==> src/rtl/root_pkg.sv <==
`default_nettype none
// ============================================================================
// Module      : root_pkg
// Description : Shared state encoding and size-derivation helpers for the
//               restoring square-root engine.
// Revision    : 1.0 - initial release
// ============================================================================
package root_pkg;

    // Engine sequencing states
    typedef enum logic [1:0] {
        IDLE = 2'd0,
        CALC = 2'd1,
        DONE = 2'd2
    } state_t;

    // Number of compute cycles for a radicand width and steps-per-clock
    function automatic int calc_n(input int width, input int steps);
        return width / (2 * steps);
    endfunction

    // Width of the iteration counter; never narrower than one bit
    function automatic int calc_cw(input int n);
        return (n <= 1) ? 1 : $clog2(n);
    endfunction

endpackage : root_pkg
`default_nettype wire

==> src/rtl/root_step.sv <==
`default_nettype none
// ============================================================================
// Module      : root_step
// Description : One combinational restoring square-root step. Brings in the
//               next two radicand bits, tries subtracting {root, 01} and
//               appends the resulting root bit.
// Revision    : 1.0 - initial release
// ============================================================================
module root_step #(
    parameter int HW = 16                  // root width
) (
    input  logic [HW+1:0] i_rem,           // partial remainder
    input  logic [HW-1:0] i_root,          // partial root
    input  logic [1:0]    i_bits,          // next two radicand MSBs
    output logic [HW+1:0] o_rem,
    output logic [HW-1:0] o_root
);

    logic [HW+1:0] w_shift;
    logic [HW+1:0] w_trial;
    logic          w_ge;
    logic [1:0]    w_unused_rem_hi;

    // Remainder never exceeds 2*root, so before the shift it fits in HW
    // bits and its top two bits are always zero here.
    assign w_unused_rem_hi = i_rem[HW+1:HW];

    assign w_shift = {i_rem[HW-1:0], i_bits};
    assign w_trial = {i_root, 2'b01};
    assign w_ge    = (w_shift >= w_trial);
    assign o_rem   = w_ge ? (w_shift - w_trial) : w_shift;
    // The root MSB is still zero until the final step, so dropping it is safe
    assign o_root  = {i_root[HW-2:0], w_ge};

endmodule : root_step
`default_nettype wire

==> src/rtl/root_restoring_param.sv <==
`default_nettype none
// ============================================================================
// Module      : root_restoring_param
// Description : Iterative restoring integer square root with a valid/ready
//               handshake, STEPS restoring steps per clock and optional
//               round-to-nearest with saturation of the root.
// Revision    : 1.0 - initial release
// ============================================================================
module root_restoring_param
    import root_pkg::*;
#(
    parameter int WIDTH = 32,
    parameter int STEPS = 1
) (
    input  logic                  clk,
    input  logic                  reset,
    input  logic                  in_valid,
    output logic                  in_ready,
    input  logic [WIDTH-1:0]      d,
    input  logic                  round_en,
    output logic                  out_valid,
    input  logic                  out_ready,
    output logic [WIDTH/2-1:0]    q,
    output logic [WIDTH/2:0]      r,
    output logic                  sat,
    output logic                  busy,
    output logic [calc_cw(calc_n(WIDTH, STEPS))-1:0] count
);

    localparam int c_HW = WIDTH / 2;
    localparam int c_RW = c_HW + 2;
    localparam int c_N  = calc_n(WIDTH, STEPS);
    localparam int c_CW = calc_cw(c_N);

    localparam logic [c_CW-1:0] c_CNT_LAST = c_CW'(c_N - 1);
    localparam logic [c_CW-1:0] c_CNT_ONE  = c_CW'(1);
    localparam logic [c_HW-1:0] c_ROOT_ONE = c_HW'(1);

    state_t              r_state;
    logic [WIDTH-1:0]    r_rad;
    logic                r_round;
    logic [c_RW-1:0]     r_rem;
    logic [c_HW-1:0]     r_root;
    logic [c_CW-1:0]     r_count;
    logic [c_HW-1:0]     r_q;
    logic [c_HW:0]       r_r;
    logic                r_sat;
    logic                r_out_valid;

    logic [c_RW-1:0]     w_rem  [STEPS+1];
    logic [c_HW-1:0]     w_root [STEPS+1];
    logic                w_accept;
    logic [c_HW-1:0]     w_fin_root;
    logic [c_HW:0]       w_fin_rem;
    logic                w_round_up;
    logic                w_root_max;
    logic [c_HW-1:0]     w_q_next;

    assign in_ready  = (r_state == IDLE) || ((r_state == DONE) && out_ready);
    assign w_accept  = in_valid && in_ready;
    assign out_valid = r_out_valid;
    assign busy      = (r_state == CALC);
    assign q         = r_q;
    assign r         = r_r;
    assign sat       = r_sat;
    assign count     = r_count;

    // Chain of STEPS restoring steps fed from the current partial state
    assign w_rem[0]  = r_rem;
    assign w_root[0] = r_root;

    generate
        for (genvar gi = 0; gi < STEPS; gi++) begin : g_step
            root_step #(
                .HW     (c_HW)
            ) u_step (
                .i_rem  (w_rem[gi]),
                .i_root (w_root[gi]),
                .i_bits (r_rad[WIDTH-1-2*gi -: 2]),
                .o_rem  (w_rem[gi+1]),
                .o_root (w_root[gi+1])
            );
        end
    endgenerate

    // Rounding decision is taken on the final compute edge and registered
    assign w_fin_root = w_root[STEPS];
    assign w_fin_rem  = w_rem[STEPS][c_HW:0];
    assign w_round_up = r_round && (w_fin_rem > {1'b0, w_fin_root});
    assign w_root_max = &w_fin_root;
    assign w_q_next   = !w_round_up ? w_fin_root :
                        (w_root_max ? {c_HW{1'b1}} : (w_fin_root + c_ROOT_ONE));

    // Sequencer: accept operand, iterate, hold result until handshaken
    always_ff @(posedge clk) begin
        if (reset) begin
            r_state     <= IDLE;
            r_rad       <= '0;
            r_round     <= 1'b0;
            r_rem       <= '0;
            r_root      <= '0;
            r_count     <= '0;
            r_q         <= '0;
            r_r         <= '0;
            r_sat       <= 1'b0;
            r_out_valid <= 1'b0;
        end else begin
            case (r_state)
                IDLE: begin
                    if (w_accept) begin
                        r_rad   <= d;
                        r_round <= round_en;
                        r_rem   <= '0;
                        r_root  <= '0;
                        r_count <= '0;
                        r_state <= CALC;
                    end
                end
                CALC: begin
                    r_rem   <= w_rem[STEPS];
                    r_root  <= w_fin_root;
                    r_rad   <= r_rad << (2 * STEPS);
                    r_count <= r_count + c_CNT_ONE;
                    if (r_count == c_CNT_LAST) begin
                        r_state     <= DONE;
                        r_out_valid <= 1'b1;
                        r_q         <= w_q_next;
                        r_r         <= w_fin_rem;
                        r_sat       <= w_round_up && w_root_max;
                    end
                end
                DONE: begin
                    if (out_ready) begin
                        r_out_valid <= 1'b0;
                        if (w_accept) begin
                            r_rad   <= d;
                            r_round <= round_en;
                            r_rem   <= '0;
                            r_root  <= '0;
                            r_count <= '0;
                            r_state <= CALC;
                        end else begin
                            r_state <= IDLE;
                        end
                    end
                end
                default: r_state <= IDLE;
            endcase
        end
    end

endmodule : root_restoring_param
`default_nettype wire

==> config.mk <==
export PLATFORM = sky130hd
export DESIGN_NAME = root_restoring_param
export DESIGN_NICKNAME = d
export VERILOG_FILES = /design/src/rtl/root_pkg.sv /design/src/rtl/root_step.sv /design/src/rtl/root_restoring_param.sv
export SDC_FILE = /design/constraint.sdc
export NUM_CORES = 1
export LEC_CHECK = 0
export CAP_MARGIN = 30
export CORE_MARGIN = 5
export CORE_UTILIZATION = 39
export DETAILED_ROUTE_END_ITERATION = 10
export GPL_ROUTABILITY_DRIVEN = 0
export REMOVE_ABC_BUFFERS = 1
export SLEW_MARGIN = 0
export SYNTH_ARGS = -nofsm -noshare
export SYNTH_HDL_FRONTEND = slang
export SYNTH_SLANG_ARGS = --single-unit
==> constraint.sdc <==
create_clock -name clk -period 5.4 [get_ports clk]
set_clock_uncertainty 0.2 [all_clocks]
set_input_delay 0.54 -clock clk [delete_from_list [all_inputs] [get_ports clk]]
set_output_delay 0.54 -clock clk [all_outputs]
set_load 0.02 [all_outputs]
==> summary.txt <==
Clocking
  – CTS tree: built
  – Number of setup buffers added after CTS: 0
  – Clock latency on the worst-skew pair: 0.36 ns
  – Clock transition at the registers of the reported paths: 0.07 ns
  – Htree depth: 3
  – CTS-repair resized insts: 0
  – Num CTS Buffers: 9
  – CTS root buffer: clkbuf_16
  – Bufs on Longest Clock Path: 2
  – Hold buffer count at CTS: 0
  – Clock Sink Count: 106

GRT
  – Vias in the first global route: 5,447
  – Pin count of the biggest net entering global routing: 106
  – Overflow after GRT: 0
  – Initial antenna violation count: 0
  – First-pass GRT wire length: 26,900 um
  – All-Layer GR Usage: 18.1%

Logic synthesis
  – Ys flop type: dfxtp_1
  – Yosys cell types: 67
  – Post-synthesis register bit count: 106
  – Post-Syn Area: 5950 um^2
  – Mapped Cells: 770
  – Synth Warn #: 0
  – Mean Syn Cell Area: 7.73 um^2
  – Post-synthesis sequential area ratio: 35.7%
  – EDFF count, synth: 0
  – Ys async rst share: 0%

Drt
  – Average via count per standard cell: 5.62
  – Wire length on met1: 7620 um
  – First-pass DRT Iterations: 5
  – Drt total wl: 16,100 um
  – Top Layer Used: met4
  – DR WL/cell: 15.9 um
  – DRC violations left: 0
  – Met2 WL: 7420 um
  – Vias: 5,702
  – DR iter-0 viols: 397
  – Detail Route Antenna Nets: 0
  – Met3 WL: 736 um

Cells and area
  – Most frequent cells in the layout: nand2_1 (125), dfxtp_1 (102), nor2_1 (100)
  – Final #Nets: 895
  – Layout area overhead: 21.1%
  – Design area: 7210 um^2
  – Layout cell share with drive strength beyond 1: 7.38%
  – Commonest non-fill, non-tap cell in the layout: nand2_1
  – Ant. Diodes: 0

Critical path
  – CP Max Fanout: 21
  – Reg2reg setup slack: 0.35 ns
  – CP Data Required Time: 5.45 ns
  – Largest stage delay on the critical path: 0.39 ns
  – CP most frequent cell: inv_1
  – Setup Crit Path Kind: register to register
  – Nature of the critical path endpoint: register
  – Critical path buffers and inverters: 3
  – CP arrival: 5.11 ns
  – Slowest cell on the critical path: dfxtp_1
  – Cells along the critical path: inv_1 > ha_2 > nand2_2 > nor4_4 > nand3_1 > o41a_1 > and2_4 > inv_6 > mux2i_2 > inv_1 > ha_1 > a21oi_1 > nor2b_1 > o31a_1 > o311a_1 > o21ai_1 > a211oi_4 > or2_4 > mux2i_1 > a2111oi_2
  – Nature of the critical path startpoint: register
  – Cell family with the largest share of critical-path delay: compound AO/OA/AOI/OAI gates

Place
  – Hpwl dp: 11,400 um
  – PortBufs: 77
  – Placement Cell Area: 6850 um^2

Power and ir drop
  – Pleak: 2.65 nW
  – VDD IR max: 0.614 mV
  – Pwr dens: 738 nW/um^2

Die
  – Die height: 134 um
  – Row count: 45
  – Initial Util: 39.4%
  – Width of the die: 134 um
  – Ports: 78
  – Area of the die: 17,800 um^2
  – Total core area: 15,100 um^2

Run status
  – Status: complete, no violations

Timing
  – Hold WS: 0.257 ns
  – Final Critical Period: 5.05 ns
  – Setup violations, final: 0
  – Worst relative slew slack: 34.6%
  – Max Clk Rate: 198 MHz
  – Tcrit/Tclk final: 93.6%
  – Final Max Tran Viols: 0
  – Worst slew pin tran: 0.979 ns
  – Fin. Hold Viols: 0

Min path
  – Hold Crit Class: register to register

Job
  – Max-cap violation count: 0
-- routing by layer --
metal	up-vias	global-route usage, %
met5	-	0
met1	2700	24.0
met4	0	5.94
met3	21	3.47
met2	133	29.5
li1	2848	-
-- power breakdown --
group,internal [W],switching (W)
clock,0.000327,0.000302
combinational,0.00154,0.00222
sequential,0.000860,0.0000663
-- registers in the layout, summed over array words and instances (netlist names) --
signal     cells
count          4
out_valid      1
q             16
r             17
r_rad         32
r_rem         16
r_root        16
r_round        1
r_state        2
sat            1
-- tightest hold or removal path: stages, from the launching register on --
cell     delay [ns]
dfxtp_1        0.33
nand2_1        0.06
o41ai_2        0.04
-- final timing paths --
check,start,endpoint,cells after the start
max,r_root[12]$_SDFFE_PP0P_,q[13]$_SDFFE_PP0P_,20
max reg2reg,r_root[12]$_SDFFE_PP0P_,q[13]$_SDFFE_PP0P_,20
min reg2reg,q[12]$_SDFFE_PP0P_,q[12]$_SDFFE_PP0P_,2
min,q[12]$_SDFFE_PP0P_,q[12]$_SDFFE_PP0P_,2
-- final cells by class --
type                       instances  area [um^2]
fill                            1532         7880
multi-input combinational        580         3530
sequential                       106         2130
timing repair buffer              92          905
clock buffer                      11          243
tap                              188          235
inverter                          33          129
clock inverter                     5         37.5
-- Yosys cell counts, drive strengths merged (10+ instances only) --
master  instances  area, um^2
nor2          101         382
nand4          10        62.6
nand2         128         483
a311oi         35         307
a21oi          61         305
nor3           20         100
clkbuf         37         139
inv            32         120
a211oi         15         135
buf            14        85.1
nand3          43         215
ha             36         450
dfxtp         106        2120
o21ai          15        75.1
-- stage by stage --
| stage | TNS, ns | cells | worst slack [ns] | power [W] | util (%) |
|---|---|---|---|---|---|
| after floorplan | 0 | 719 | 0.497 | 0.00353 | - |
| after global placement | 0 | 998 | 0.268 | 0.00440 | 45.4 |
| after detailed placement | 0 | 998 | 0.163 | 0.00447 | 45.4 |
| after CTS | 0 | 1014 | 0.127 | 0.00513 | 47.2 |
| after global routing | -0.00500 | 1015 | -0.00500 | 0.00579 | 47.8 |
| final | 0 | 1015 | 0.347 | 0.00532 | 47.8 |
-- cell families (layout without fill, tap and decap cells) --
family | Yosys count | after routing | synth area share, %
fa+ha+maj | 36 | 36 | 7.57
mux | 8 | 8 | 1.35
buf+inv | 84 | 141 | 5.87
simple gates | 333 | 333 | 24.7
flops | 106 | 106 | 35.7
xor+xnor | 15 | 15 | 2.21
compound gates | 188 | 188 | 22.6
No activity file was read; power rests on OpenSTA's default activity.
